<file path="src/rtl/lcd_ctrl.sv">
// lcd_ctrl: 4-entry FIFO feeding a character-LCD write sequencer with
// timed setup / enable / hold / execute phases and a status readback word.
module lcd_ctrl #(
    parameter int SETUP_CYC = 2,
    parameter int EN_CYC    = 12,
    parameter int HOLD_CYC  = 2,
    parameter int EXEC_CYC  = 2000,
    parameter int CLEAR_CYC = 80000
) (
    input  logic        clk_i,
    input  logic        rst_i,
    input  logic        wr_en_i,
    input  logic [31:0] wr_data_i,
    output logic [31:0] status_o,
    output logic [7:0]  lcd_data_o,
    output logic        lcd_rs_o,
    output logic        lcd_rw_o,
    output logic        lcd_en_o,
    output logic        lcd_on_o
);
    localparam int M1   = SETUP_CYC > EN_CYC ? SETUP_CYC : EN_CYC;
    localparam int M2   = HOLD_CYC > EXEC_CYC ? HOLD_CYC : EXEC_CYC;
    localparam int M3   = M1 > M2 ? M1 : M2;
    localparam int MAXC = M3 > CLEAR_CYC ? M3 : CLEAR_CYC;
    localparam int CW   = $clog2(MAXC + 1);

    typedef enum logic [2:0] {IDLE, SETUP, PULSE, HOLD, EXEC} state_t;

    state_t        state_q, state_d;
    logic [CW-1:0] cnt_q, cnt_d;
    logic [8:0]    mem_q [4];
    logic [8:0]    mem_d [4];
    logic [1:0]    rd_q, rd_d, wr_q, wr_d;
    logic [2:0]    count_q, count_d;
    logic          ovf_q, ovf_d, on_q, on_d, en_q, en_d, rs_q, rs_d;
    logic [7:0]    data_q, data_d;
    logic          ctrl, full, pop, push, slow, busy;

    assign ctrl = wr_data_i[30];
    assign full = count_q == 3'd4;
    assign pop  = state_q == IDLE && count_q != 3'd0;
    // A full FIFO still accepts a write when the same edge pops an entry.
    assign push = wr_en_i && !ctrl && (!full || pop);
    assign slow = !rs_q && (data_q == 8'h01 || data_q == 8'h02);
    assign busy = state_q != IDLE || count_q != 3'd0;

    always_ff @(posedge clk_i or posedge rst_i) begin
        if (rst_i) begin
            state_q <= IDLE;
            cnt_q   <= '0;
        end else begin
            state_q <= state_d;
            cnt_q   <= cnt_d;
        end
    end

    always_comb begin
        state_d = state_q;
        cnt_d   = cnt_q;
        case (state_q)
            IDLE: if (pop) begin
                state_d = SETUP;
                cnt_d   = CW'(SETUP_CYC - 1);
            end
            SETUP: if (cnt_q == '0) begin
                state_d = PULSE;
                cnt_d   = CW'(EN_CYC - 1);
            end else cnt_d = cnt_q - CW'(1);
            PULSE: if (cnt_q == '0) begin
                state_d = HOLD;
                cnt_d   = CW'(HOLD_CYC - 1);
            end else cnt_d = cnt_q - CW'(1);
            HOLD: if (cnt_q == '0) begin
                state_d = EXEC;
                cnt_d   = slow ? CW'(CLEAR_CYC - 1) : CW'(EXEC_CYC - 1);
            end else cnt_d = cnt_q - CW'(1);
            EXEC: if (cnt_q == '0) state_d = IDLE;
                  else cnt_d = cnt_q - CW'(1);
            default: state_d = IDLE;
        endcase
    end

    // EN is registered from the next state so it is a clean flop output.
    always_comb begin
        en_d = state_d == PULSE;
    end

    always_comb begin
        mem_d = mem_q;
        if (push) mem_d[wr_q] = wr_data_i[8:0];
        wr_d    = push ? wr_q + 2'd1 : wr_q;
        rd_d    = pop ? rd_q + 2'd1 : rd_q;
        count_d = count_q + {2'b0, push} - {2'b0, pop};
        ovf_d   = (wr_en_i && !ctrl && full && !pop) ? 1'b1 :
                  (wr_en_i && ctrl && wr_data_i[29]) ? 1'b0 : ovf_q;
        on_d    = (wr_en_i && ctrl) ? wr_data_i[31] : on_q;
        {rs_d, data_d} = pop ? mem_q[rd_q] : {rs_q, data_q};
    end

    always_ff @(posedge clk_i or posedge rst_i) begin
        if (rst_i) begin
            mem_q   <= '{default: '0};
            rd_q    <= '0;
            wr_q    <= '0;
            count_q <= '0;
            ovf_q   <= 1'b0;
            on_q    <= 1'b0;
            en_q    <= 1'b0;
            rs_q    <= 1'b0;
            data_q  <= '0;
        end else begin
            mem_q   <= mem_d;
            rd_q    <= rd_d;
            wr_q    <= wr_d;
            count_q <= count_d;
            ovf_q   <= ovf_d;
            on_q    <= on_d;
            en_q    <= en_d;
            rs_q    <= rs_d;
            data_q  <= data_d;
        end
    end

    assign status_o   = {25'd0, count_q, 1'b0, ovf_q, full, busy};
    assign lcd_data_o = data_q;
    assign lcd_rs_o   = rs_q;
    assign lcd_rw_o   = 1'b0;
    assign lcd_en_o   = en_q;
    assign lcd_on_o   = on_q;
endmodule

</file>
<file path="config.mk">
export PLATFORM = sky130hd
export DESIGN_NAME = lcd_ctrl
export DESIGN_NICKNAME = d
export VERILOG_FILES = /design/src/rtl/lcd_ctrl.sv
export SDC_FILE = /design/constraint.sdc
export NUM_CORES = 1
export LEC_CHECK = 0
export ABC_AREA = 1
export CORE_MARGIN = 2
export CORE_UTILIZATION = 48
export CTS_BUF_LIST = sky130_fd_sc_hd__clkbuf_16
export CTS_CLUSTER_DIAMETER = 40
export DETAILED_ROUTE_END_ITERATION = 6
export PLACE_DENSITY = 0.88
export REMOVE_ABC_BUFFERS = 1
export SLEW_MARGIN = 40
export SYNTH_ARGS = -nofsm -noshare
export SYNTH_HDL_FRONTEND = slang
export SYNTH_SLANG_ARGS = --single-unit
</file>
<file path="constraint.sdc">
create_clock -name clk_i -period 2.3 [get_ports clk_i]
set_clock_uncertainty 0.1 [all_clocks]
set_input_delay 0.345 -clock clk_i [delete_from_list [all_inputs] [get_ports clk_i]]
set_output_delay 0.345 -clock clk_i [all_outputs]
set_load 0.1 [all_outputs]
</file>
==> run summary, run 1 <==
Result of the run: completed
Largest net degree at the start of global routing: 76
Clock slew at reported path FFs: 0.06 ns
CP Class: register to register
LEAKAGE: 0.002472 µW
Fin. max-slew vios: 0
DIE WIDTH: 97.70 µm
Worst-path fanout max: 6
CP startpoint: state_q[0]
Slew headroom: 0.5993
Reg power frac: 0.388
First-pass GRT wire length: 15.13 mm
Worst setup EP type: register
Comb power frac: 0.302
Area growth from synthesis to layout: 13.51%
Synth cell count leaders: nand2_1 (145), dfrtp_1 (75), nor2_1 (68), inv_1 (50)
Synth Cell Area: 4214 µm²
Final min period: 2.063 ns
Number of synthesized flops with an enable pin: 0
Clk pwr share: 0.310
Number of max-cap violations: 0
Fmax: 484.7 MHz
Peak supply drop: 688.7 µV
Crit path launch type: register
Footprint of the multi-input gates: 1886 µm²
Syn_area_per_cell: 7.921 µm²
Post-Layout Cell Count: 677
Fin. Hold Viols: 0
Drt pass-1 iters: 5
Worst skew pair latency: 0.33 ns
Final setup fails: 0
Die Y: 97.70 µm
GRT overflow: 0
Detail Placement HPWL: 6.063 mm
Slowest cell on the critical path: dfrtp_1
# fillers: 767
Storage cell area: 1877 µm²
CTS H-tree depth: 3
Final hold slack: 0.3239 ns
FF+latch count, synth: 75
CORE AREA: 8636 µm²
Setup slack, reg-to-reg: 0.24 ns
Yosys Warn Count: 0
Drt initial violations: 161
Fraction of layout instances using a drive strength above 1: 0.1318
Sw Share: 0.3700
Clk sinks: 75
GRT Total Usage: 0.1941
Vias in the first global route: 3390
I/O Buffers: 31
Largest stage delay on the critical path: 0.40 ns
Top cell by count, worst path: nand2_2
TritonCTS clock tree: yes
Leading area contributor after synthesis: dfrtp_1
Setup_tns: 0 ns
Most common cell in the netlist: nand2_1
Site row count: 34
Register area share after synthesis: 0.4454
RSZ-0062 raised after global routing: false
RePlAce Congestion: 0.8499
Slew @ Worst Pin: 0.6011 ns
Post_cts resized: 0
Worst Path Required: 2.42 ns
CTS max path bufs: 2
Die Area: 9544 µm²
P_int: 3068 µW
I/O pins: 79
CP Cell Sequence: nor2_1 > inv_2 > nor2_4 > nand2_2 > nand2_2 > nand2_2 > nand2_1 > nand2_1 > ha_1 > fa_1 > xnor2_1
Detailed-route wire length per cell: 13.47 µm
Final WL: 9.119 mm
Post-synth top area share: 0.4454
RR Startpoint: state_q[0]
Final Cycle Share: 0.8970
Clock root buffer: clkbuf_16
Switch Pwr: 1802 µW
Hold bufs inserted after CTS: 0
Post-synth ARST share: 1.000
Primary FF master, synth: dfrtp_1
PwrDens: 1018 nW/µm²
Pwr Total: 4870 µW
Post-DRT Antenna Nets: 0
DRC Markers: 0
Post-CTS setup buffers: 0
Synth Instances: 532
Total number of vias: 3488
Nets@finish: 607
ANT cells: 0
Min-Delay Path Class: input pin to async pin
CTS Buf Count: 9
Synth top area cells: dfrtp_1 (45%), nand2_1 (13%), nor2_1 (6.1%)
Cell variety after synth: 31
Initial antenna violation count: 0
Starting density of the core: 0.4880
DR vias/cell: 5.152
Arrival time worst endpoint: 2.18 ns
Placed cells: 661
==> cell usage in the layout (no fill, tap or decap), drive strengths merged, types with 2 or more instances in the layout <==
| cell type | count |
|---|---|
| o32ai | 9 |
| clkdlybuf4s50 | 14 |
| inv | 55 |
| clkinv | 4 |
| dfrtp | 75 |
| buf | 25 |
| clkinvlp | 2 |
| ha | 7 |
| conb | 27 |
| bufinv | 2 |
| xnor2 | 3 |
| nand3 | 20 |
| o21ai | 69 |
| clkbuf | 9 |
| nand2 | 157 |
| xor2 | 10 |
| nor2 | 73 |
| nor3 | 2 |
==> stage by stage <==
stage               cell area, µm²  setup slack [ns]    util
global route                  4783           0.04813  0.5539
CTS                           4783            0.2091  0.5539
floorplan                     3978            -1.476       -
finish                        4783            0.2368  0.5539
detailed placement            4466           0.03035  0.5171
global placement              4466           0.09498  0.5171
==> power groups by stage <==
stage | sequential [µW] | clock (µW) | combinational [µW]
floorplan | 2100 | 0 | 915
detailed placement | 1890 | 0 | 1460
global placement | 1870 | 0 | 1400
global route | 1930 | 1580 | 1590
finish | 1890 | 1510 | 1470
CTS | 1880 | 1520 | 1480
==> critical path, delay by kind of cell (launching register included) <==
| kind | cells | cell delay [ns] |
|---|---|---|
| XOR/XNOR | 1 | 0.14 |
| flip-flops | 1 | 0.40 |
| adder cells (fa/ha/maj) | 2 | 0.57 |
| buffers and inverters | 1 | 0.09 |
| AND/OR/NAND/NOR | 7 | 0.65 |
==> final timing paths <==
path | endpoint | cells past startpoint
setup / recovery | count_q[2] | 11
hold / removal | lcd_data_o[3] | 3
setup reg to reg | count_q[2] | 11
hold reg to reg | mem_q[25] | 2
max in group asynchronous | ovf_q | 3
min in group clk_i | mem_q[25] | 2
==> layout make-up <==
class                      count  share of cell area
multi-input combinational    383              0.3942
sequential                    75              0.3924
timing repair buffer          39             0.07376
clock buffer                   9             0.04708
inverter                      56             0.04499
tap                          108             0.02825
clock inverter                 7             0.01936
==> layer usage <==
layer	global-route usage	share of wire
met5	0	0
met1	0.2284	0.40
met2	0.3432	0.52
met3	0.03741	0.053
met4	0.08547	0.027
==> logic make-up (layout without fill, tap and decap cells) <==
family                   Yosys count  count (layout)  synth area share
AO/OA/AOI/OAI                     82              82            0.1200
XOR/XNOR                          13              13           0.02702
adder cells (fa/ha/maj)            8               8           0.02553
buffers and inverters            100             111            0.1303
flip-flops                        75              75            0.4454
other                              1              27         0.0008899
AND/OR/NAND/NOR                  253             253            0.2509
==> registers in the layout, summed over array words and instances, names as in the netlist <==
register,cells
mem_q,36
cnt_q,17
lcd_data_o,8
count_q,3
state_q,3
rd_q,2
wr_q,2
lcd_en_o,1
lcd_on_o,1
lcd_rs_o,1
ovf_q,1
Power figures use the tool's default switching activity.
==> run 2: changes to the inputs <==
Settings changed: ABC_AREA 1 to 0, CORE_UTILIZATION 48 to 47, PLACE_DENSITY 0.88 to 0.87.
==> run summary, run 2 <==
Result of the run: completed (unchanged)
Cell variety after synth: 60 (was 31)
GRT Total Usage: 0.1995 (was 0.1941)
Most frequent cells in the layout: dfrtp_1 (74), buf_4 (47), mux2_2 (46), nand2_1 (30), conb_1 (27) (was nand2_1 (145), dfrtp_1 (75), nor2_1 (68), inv_1 (49), o21ai_0 (30))
Crit path launch type: register (unchanged)
CTS max path bufs: 2 (unchanged)
Number of max-cap violations: 0 (unchanged)
Starting density of the core: 0.4909 (was 0.4880)
Peak supply drop: 779.8 µV (was 688.7 µV)
Drt pass-1 iters: 6 (was 5)
Xor/xnor cell area share of the yosys netlist: 0.02150 (was 0.02702)
Fmax: 451.1 MHz (was 484.7 MHz)
CP Cell Sequence: inv_1 > ha_1 > nor4b_4 > buf_4 > and4_1 > o21ai_0 > nand2_1 > a31oi_1 > or3b_1 (was nor2_1 > inv_2 > nor2_4 > nand2_2 > nand2_2 > nand2_2 > nand2_1 > nand2_1 > ha_1 > fa_1 > xnor2_1)
GRT overflow: 0 (unchanged)
Final min period: 2.217 ns (was 2.063 ns)
Area growth from synthesis to layout: 22.42% (was 13.51%)
Vias in the first global route: 3134 (was 3390)
Detailed-route wire length per cell: 17.00 µm (was 13.47 µm)
Worst-path fanout max: 4 (was 6)
Detail Placement HPWL: 6.216 mm (was 6.063 mm)
Synth cell count leaders: dfrtp_1 (75), mux2_2 (46), buf_4 (30), nand2_1 (30), a21oi_1 (16) (was nand2_1 (145), dfrtp_1 (75), nor2_1 (68), inv_1 (50))
Switch Pwr: 1532 µW (was 1802 µW)
Synth Area in Compound Gates: 0.1041 (was 0.1200)
Top delay family on crit path: simple AND/OR/NAND/NOR gates (unchanged)
Largest register FFs: 36 (unchanged)
I/O pins: 79 (unchanged)
Slowest cell on the critical path: dfrtp_1 (unchanged)
ANT cells: 0 (unchanged)
Largest stage delay on the critical path: 0.39 ns (was 0.40 ns)
Synth Instances: 361 (was 532)
Worst Path Required: 2.41 ns (was 2.42 ns)
FF+latch count, synth: 75 (unchanged)
Clock slew at reported path FFs: 0.06 ns (about the same)
Fin. max-slew vios: 0 (unchanged)
WP buf/inv: 2 (was 1)
Hold bufs inserted after CTS: 0 (unchanged)
Reg power frac: 0.406 (was 0.388)
Arrival time worst endpoint: 2.32 ns (was 2.18 ns)
Pwr Total: 4663 µW (was 4870 µW)
PwrDens: 935.1 nW/µm² (was 1018 nW/µm²)
Largest net degree at the start of global routing: 76 (unchanged)
Register area share after synthesis: 0.4607 (was 0.4454)
Syn_area_per_cell: 11.29 µm² (was 7.921 µm²)
Post-synth top area share: 0.4607 (was 0.4454)
Final setup fails: 0 (unchanged)
Min-Delay Path Class: input pin to async pin (unchanged)
Clock root buffer: clkbuf_16 (unchanged)
RSZ-0062 raised after global routing: true (was false)
Slew headroom: 0.6603 (was 0.5993)
Most common cell after layout, fill and taps aside: dfrtp_1 (was nand2_1)
Worst skew pair latency: 0.33 ns (about the same)
Nets@finish: 467 (was 607)
Top reg by flops: mem_q (unchanged)
DR vias/cell: 5.788 (was 5.152)
CP Class: register to register (unchanged)
Simple-Gate Fraction of Synth Area: 0.1330 (was 0.2509)
RePlAce Congestion: 0.9491 (was 0.8499)
Number of synthesized flops with an enable pin: 0 (unchanged)
DRC Markers: 0 (unchanged)
Fraction of layout instances using a drive strength above 1: 0.3333 (was 0.1318)
CTS H-tree depth: 3 (unchanged)
DIE WIDTH: 97.10 µm (was 97.70 µm)
# fillers: 652 (was 767)
CTS Buf Count: 9 (unchanged)
Comb power frac: 0.299 (was 0.302)
Adder-Cell Fraction of Synth Area: 0.02641 (was 0.02553)
Most common cell in the netlist: dfrtp_1 (was nand2_1)
Post-DRT Antenna Nets: 0 (unchanged)
Site row count: 33 (was 34)
Clk sinks: 75 (unchanged)
Post-Layout Cell Count: 534 (was 677)
Synth top area cells: dfrtp_1 (46%), mux2_2 (13%), buf_4 (5.5%) (was dfrtp_1 (45%), nand2_1 (13%), nor2_1 (6.1%))
Largest family of logic cells by synthesized area: multiplexers (was simple AND/OR/NAND/NOR gates)
Total number of vias: 3091 (was 3488)
Leading area contributor after synthesis: dfrtp_1 (unchanged)
Core Util, Final: 0.6009 (was 0.5539)
LEAKAGE: 0.002248 µW (was 0.002472 µW)
Sw Share: 0.3285 (was 0.3700)
Synth Cell Area: 4074 µm² (was 4214 µm²)
Die Area: 9428 µm² (was 9544 µm²)
CORE AREA: 8299 µm² (was 8636 µm²)
Fin. Hold Viols: 0 (unchanged)
Placed cells: 516 (was 661)
TritonCTS clock tree: yes (unchanged)
Clk pwr share: 0.296 (was 0.310)
Primary FF master, synth: dfrtp_1 (unchanged)
Die Y: 97.10 µm (was 97.70 µm)
I/O Buffers: 31 (unchanged)
First-pass GRT wire length: 15.19 mm (was 15.13 mm)
Yosys Warn Count: 0 (unchanged)
Mux cell area share after synthesis: 0.1769 (was 0)
P_int: 3132 µW (was 3068 µW)
Post-synth ARST share: 1.000 (unchanged)
Worst setup EP type: register (unchanged)
Initial antenna violation count: 0 (unchanged)
Drt initial violations: 232 (was 161)
Final WL: 9.077 mm (was 9.119 mm)
Final Cycle Share: 0.9639 (was 0.8970)
Slew @ Worst Pin: 0.5042 ns (was 0.6011 ns)
## run 2: changes by cell type after synthesis, sizes merged, moves of 9 or more
| cell | change |
|---|---|
| mux4 | +9 |
| a21oi | +15 |
| nand3 | -16 |
| mux2 | +46 |
| inv | -45 |
| nand2 | -127 |
| o21ai | -49 |
| nor2 | -59 |
| nor3 | +9 |
## run 2: repair_timing
item,in CTS,in global routing
resized for setup,0,13
buffers inserted,0,2
setup endpoints to repair,0,13
## run 2: final cells by class
| class | count | area (µm²) | area share |
|---|---|---|---|
| clock inverters | 7 | 70.07 | 0.01405 |
| flip-flops and latches | 75 | 1878 | 0.3766 |
| multi-input cells | 260 | 2048 | 0.4107 |
| clock buffers | 9 | 225.2 | 0.04516 |
| inverters | 11 | 41.29 | 0.008279 |
| repair buffers | 67 | 593.1 | 0.1189 |
| well taps | 105 | 131.4 | 0.02634 |
## run 2: worst min-delay path, delay by kind of cell
family,cells,cell delay (ns)
buffers and inverters,3,0.81
## run 2: metrics by stage
step	instance area, µm²	hold slack [ns]	worst slack, ns	setup TNS [ns]
finish	4987	0.3179	0.08296	0
global route	4987	0.3792	-0.02742	-0.1264
CTS	4901	0.3419	0.05639	0
detailed placement	4606	0.3913	0.01046	0
global placement	4606	0.3818	0.09276	0
floorplan	3901	0.3530	-2.674	-114.43
## run 2: path summary, 6_finish.rpt
path	from	to	slack [ns]	cells past startpoint
setup / recovery	cnt_q[1]	cnt_q[8]	0.08	9
hold / removal	rst_i	mem_q[35]	0.32	3
setup reg to reg	cnt_q[1]	cnt_q[8]	0.08	9
hold reg to reg	mem_q[9]	mem_q[9]	0.40	1
max in group asynchronous	rst_i	cnt_q[3]	1.46	3
min in group clk_i	mem_q[9]	mem_q[9]	0.40	1
## run 2: cell families (layout without fill, tap and decap cells)
family,Yosys count,after routing
xor gates and xnor gates,10,10
adders and majority gates,8,8
muxes,55,55
AOI/OAI and AO/OA,67,67
DFF,75,75
buffers and inverters,52,94
and+or+nand+nor,93,93
other,1,27
## run 2: power groups by stage
stage / clock (µW) / sequential, µW / combinational [µW]
after CTS: 1400 / 1890 / 1410
after global routing: 1450 / 1940 / 1490
after global placement: 0 / 1870 / 1360
after detailed placement: 0 / 1910 / 1410
final: 1380 / 1890 / 1390
after floorplan: 0 / 2090 / 894
## run 2: layer usage
layer / global-route usage / routed length (µm) / vias up
li1: - / - / 1390
met1: 0.2518 / 3652 / 1519
met2: 0.3344 / 4602 / 156
met3: 0.05108 / 630 / 26
met4: 0.07042 / 191 / 0
met5: 0 / 0 / -
==> patch 1: new RTL, flow settings as in run 2 <==
Re-encode `state_t` (5 states) as one-hot, 5 bits wide.
--- a/src/rtl/lcd_ctrl.sv
+++ b/src/rtl/lcd_ctrl.sv
@@ -24,7 +24,7 @@
     localparam int MAXC = M3 > CLEAR_CYC ? M3 : CLEAR_CYC;
     localparam int CW   = $clog2(MAXC + 1);
 
-    typedef enum logic [2:0] {IDLE, SETUP, PULSE, HOLD, EXEC} state_t;
+    typedef enum logic [4:0] {IDLE = 5'b00001, SETUP = 5'b00010, PULSE = 5'b00100, HOLD = 5'b01000, EXEC = 5'b10000} state_t;
 
     state_t        state_q, state_d;
     logic [CW-1:0] cnt_q, cnt_d;
Function: no difference found for any inputs over 10 cycles, from zero or initial values and one cycle with rst_i high; not proved beyond that.
==> patch 1 against run 2 <==
  * The run now ends with negative setup slack left
  * Global-route usage fell by 0.54 points
  * Synthesized cell count down 3.0%
  * Design area up 1.4%
  * Fmax decreased by 5.7%
  * Largest cell class unchanged
  * Critical path type unchanged
  * Area after synthesis rose by 0.86%
  * Wire length down 0.97%
  * Setup slack worse by 0.13 ns
  * Sequential cell count up 2
  * Total power up 3.1%
  * Sequential share of layout area rose by 0.48 points
  * Critical path depth fell by 3
==> patch 1: results (changes against run 2) <==
{
  "n_fill_cell": {"value": 646, "change": "was 652"},
  "ctsResizeCount": {"value": 6, "change": "was 0"},
  "slew_headroom": {"value": 64.8, "unit": "%", "change": "was 66.0%"},
  "net-switching-power": {"value": 1610, "unit": "uW", "change": "was 1530 uW"},
  "maximum_fanout_along_the_worst_path": {"value": 6, "change": "was 4"},
  "final_layout_size_suffix_gt1_share": {"value": 29.2, "unit": "%", "change": "was 33.3%"},
  "timing.setup.tns": {"value": -0.0758, "unit": "ns", "change": "was 0 ns"},
  "grt_first_pass_wirelength": {"value": 14700, "unit": "um", "change": "was 15200 um"},
  "failed_checks": "negative setup slack",
  "grt_use_total": {"value": 19.4, "unit": "%", "change": "was 20.0%"},
  "critical_path.slowest_cell": {"value": "sky130_fd_sc_hd__or4_4", "change": "was sky130_fd_sc_hd__dfrtp_1"},
  "synth.top_cells.by_count": {"value": "76 x sky130_fd_sc_hd__dfrtp_1, 36 x sky130_fd_sc_hd__mux2_1, 32 x sky130_fd_sc_hd__buf_4", "change": "was 75 x sky130_fd_sc_hd__dfrtp_1, 46 x sky130_fd_sc_hd__mux2_2, 30 x sky130_fd_sc_hd__buf_4, 30 x sky130_fd_sc_hd__nand2_1, 16 x sky130_fd_sc_hd__a21oi_1"},
  "finalWorstSetupSlack": {"value": -0.0502, "unit": "ns", "change": "was 0.0830 ns"},
  "yosys-top-cells-area": {"value": "sky130_fd_sc_hd__dfrtp_1 46%, sky130_fd_sc_hd__mux2_1 9.9%, sky130_fd_sc_hd__buf_4 5.8%", "change": "was sky130_fd_sc_hd__dfrtp_1 46%, sky130_fd_sc_hd__mux2_2 13%, sky130_fd_sc_hd__buf_4 5.5%"},
  "ir_worst_vdd": {"value": 659, "unit": "uV", "change": "was 780 uV"},
  "max_stage_delay": {"value": 0.53, "unit": "ns", "change": "was 0.39 ns"},
  "final_net_count": {"value": 455, "change": "was 467"},
  "total_leakage_power": {"value": 0.00228, "unit": "uW", "change": "was 0.00225 uW"},
  "run_status": {"value": "complete, but fails checks", "change": "was completed"},
  "firstDrtPassIters": {"value": 4, "change": "was 6"},
  "p_seq": {"value": 1950, "unit": "uW", "change": "was 1890 uW"},
  "finalSetupViolCount": {"value": 2, "change": "was 0"},
  "gp_congestion": {"value": 0.902, "change": "was 0.949"},
  "ys_seq_area_share": {"value": 46.9, "unit": "%", "change": "was 46.1%"},
  "critPathLaunch": {"value": "cnt_q[0]", "change": "was cnt_q[1]"},
  "total_clock_network_power": {"value": 1520, "unit": "uW", "change": "was 1380 uW"},
  "yosys.cell_types.count": {"value": 69, "change": "was 60"},
  "pin_count_of_the_biggest_net_entering_global_routing": {"value": 44, "change": "was 76"},
  "detailedRoute.firstIterationViolations": {"value": 217, "change": "was 232"}
}
==> patch 1: final cells by class <==
type	instances	area [um2]	area share, %
clock inverters	7	97.6	1.93
well taps	108	135	2.67
repair buffers	68	594	11.8
inverters	10	37.5	0.742
flip-flops and latches	77	1930	38.1
multi-input cells	247	2040	40.3
clock buffers	9	225	4.45
==> patch 1: layer usage <==
metal / part of all wire [%] / wire [um] / track usage [%]
met1: 40 / 3590 / 22.8
met2: 54 / 4870 / 35.1
met3: 4.2 / 379 / 2.66
met4: 1.7 / 149 / 8.76
met5: 0 / 0 / 0
==> patch 1: logic make-up (layout without fill, tap and decap cells) <==
logic type               count (synthesis)  in the layout  synth area share, %
AO/OA/AOI/OAI                           59             59                 10.6
XOR/XNOR                                 8              8                 1.71
adder cells (fa/ha/maj)                  7              7                 2.31
buffers and inverters                   52             94                 7.95
flip-flops                              77             77                 46.9
multiplexers                            55             55                 17.5
other                                    1             27               0.0913
AND/OR/NAND/NOR                         91             91                 12.9
==> patch 1: through the flow <==
step,power (uW),hold slack (ns),cells,instance area (um2)
3_3_place_gp,3210,0.367,508,4620
3_5_place_dp,3310,0.369,508,4620
4_1_cts,4840,0.260,524,4970
2_1_floorplan,2970,0.342,334,3920
6_report,4810,0.249,526,5060
5_1_grt,5020,0.315,526,5060
==> patch 1: path summary, 6_finish.rpt <==
kind                       cells after the start          to  slack (ns)
max in group asynchronous                      3  state_q[0]        1.20
min in group clk_i                             1    mem_q[9]        0.38
setup / recovery                               6   cnt_q[11]       -0.05
hold reg to reg                                1    mem_q[9]        0.38
hold / removal                                 2   mem_q[14]        0.25
setup reg to reg                               6   cnt_q[11]       -0.05
==> patch 2: new RTL, flow settings as in run 2 <==
Without the edit above. The parameter `EXEC_CYC` goes from 2000 to 8000.
--- a/src/rtl/lcd_ctrl.sv
+++ b/src/rtl/lcd_ctrl.sv
@@ -4,7 +4,7 @@
     parameter int SETUP_CYC = 2,
     parameter int EN_CYC    = 12,
     parameter int HOLD_CYC  = 2,
-    parameter int EXEC_CYC  = 2000,
+    parameter int EXEC_CYC  = 8000,
     parameter int CLEAR_CYC = 80000
 ) (
     input  logic        clk_i,
Behaviour: no difference found for any inputs over 10 cycles, from zero or initial values and one cycle with rst_i high; that may be too few to reach the edited logic, so the function may still have changed.
==> patch 2 against run 2 <==
  * Total power up 3.3%
  * Sequential cell count unchanged
  * Setup slack gained 0.012 ns
  * Area after synthesis up 2.0%
  * Sequential share of layout area decreased by 0.49 points
  * Wire length grew 1.1%
  * Design area rose by 1.3%
  * Utilization shrank 1.6 points
  * Critical path depth fell by 2
  * Highest routed layer unchanged
==> patch 2: results (changes against run 2) <==
{
  "worst_slew_pin_slew": {"value": 0.556, "unit": "ns", "change": "was 0.504 ns"},
  "syn_area_per_cell": {"value": 11.1, "unit": "um2", "change": "was 11.3 um2"},
  "firstDrtPassIters": {"value": 4, "change": "was 6"},
  "yosys.cell_types.count": {"value": 57, "change": "was 60"},
  "detailedRoute.firstIterationViolations": {"value": 171, "change": "was 232"},
  "grt_use_total": {"value": 19.6, "unit": "%", "change": "was 20.0%"},
  "drt_wl_total": {"value": 9180, "unit": "um", "change": "was 9080 um"},
  "n_fill_cell": {"value": 684, "change": "was 652"},
  "vias_per_cell": {"value": 5.68, "change": "was 5.79"},
  "run_status": {"value": "completed", "change": "unchanged"},
  "dpl_cell_area": {"value": 0.00471, "unit": "mm2", "change": "was 0.00461 mm2"},
  "powerComb": {"value": 1470, "unit": "uW", "change": "was 1390 uW"},
  "data_arrival_critical_path": {"value": 2.35, "unit": "ns", "change": "was 2.32 ns"},
  "placed_cells": {"value": 529, "change": "was 516"},
  "gp_congestion": {"value": 0.934, "change": "was 0.949"},
  "synth.top_cells.by_count": {"value": "75 x sky130_fd_sc_hd__dfrtp_1, 46 x sky130_fd_sc_hd__mux2_2, 32 x sky130_fd_sc_hd__buf_4", "change": "was 75 x sky130_fd_sc_hd__dfrtp_1, 46 x sky130_fd_sc_hd__mux2_2, 30 x sky130_fd_sc_hd__buf_4, 30 x sky130_fd_sc_hd__nand2_1, 16 x sky130_fd_sc_hd__a21oi_1"},
  "met2_wirelength": {"value": 4750, "unit": "um", "change": "was 4600 um"},
  "critical_path.endpoint": {"value": "count_q[2]", "change": "was cnt_q[8]"},
  "final_net_count": {"value": 475, "change": "was 467"},
  "p_clk_share": {"value": 30.0, "unit": "%", "change": "was 29.6%"},
  "worst_r2r_startpoint": {"value": "count_q[1]", "change": "was cnt_q[1]"},
  "place.detailed.hpwl": {"value": 6460, "unit": "um", "change": "was 6220 um"},
  "yosys-top-cells-area": {"value": "sky130_fd_sc_hd__dfrtp_1 45%, sky130_fd_sc_hd__mux2_2 12%, sky130_fd_sc_hd__buf_4 5.8%", "change": "was sky130_fd_sc_hd__dfrtp_1 46%, sky130_fd_sc_hd__mux2_2 13%, sky130_fd_sc_hd__buf_4 5.5%"},
  "final_layout_size_suffix_gt1_share": {"value": 32.5, "unit": "%", "change": "was 33.3%"},
  "wl_met3": {"value": 421, "unit": "um", "change": "was 630 um"},
  "pint": {"value": 3190, "unit": "uW", "change": "was 3130 uW"}
}
==> patch 2: cell count changes after synthesis, sizes merged, moves of 5 or more <==
cell	before	now
a21oi	16	11
nand3	4	13
nor2	14	20
or4	2	7
==> patch 2: cell families after synthesis <==
logic type	share of synthesized area, %
flip-flops	45.2
XOR/XNOR	1.90
AO/OA/AOI/OAI	10.4
other	0.0902
adder cells (fa/ha/maj)	2.59
AND/OR/NAND/NOR	14.5
multiplexers	17.6
buffers and inverters	7.80
==> patch 2: layout make-up <==
cell class              count  area share (%)
clock buffers               9            4.46
clock inverters             7            1.61
inverters                  10           0.743
multi-input cells         271            41.3
flip-flops and latches     75            37.2
well taps                 108            2.68
repair buffers             65            12.1
==> patch 2: worst register-to-register path, cell delays in order, from the launching register on <==
cell,delay [ns]
sky130_fd_sc_hd__dfrtp_1,0.42
sky130_fd_sc_hd__or3_1,0.45
sky130_fd_sc_hd__nand3_1,0.16
sky130_fd_sc_hd__nand2_1,0.07
sky130_fd_sc_hd__ha_1,0.19
sky130_fd_sc_hd__fa_1,0.38
sky130_fd_sc_hd__xnor2_1,0.20
sky130_fd_sc_hd__xnor2_1,0.15
==> patch 2: layer usage <==
layer  up-vias  GRT usage (%)
li1       1431              -
met1      1569           24.7
met2        84           33.3
met3        11           5.23
met4         0           6.09
met5         -              0
==> patch 2: through the flow <==
step                      power (uW)  util, %  worst slack (ns)  hold slack (ns)
after floorplan                 3000        -             -2.63            0.353
after global placement          3280     54.6             0.102            0.381
after detailed placement        3390     54.6          -0.00540            0.389
after CTS                       4870     58.1            0.0455            0.331
after global routing            5030     58.5          0.000313            0.356
final                           4820     58.5            0.0947            0.303
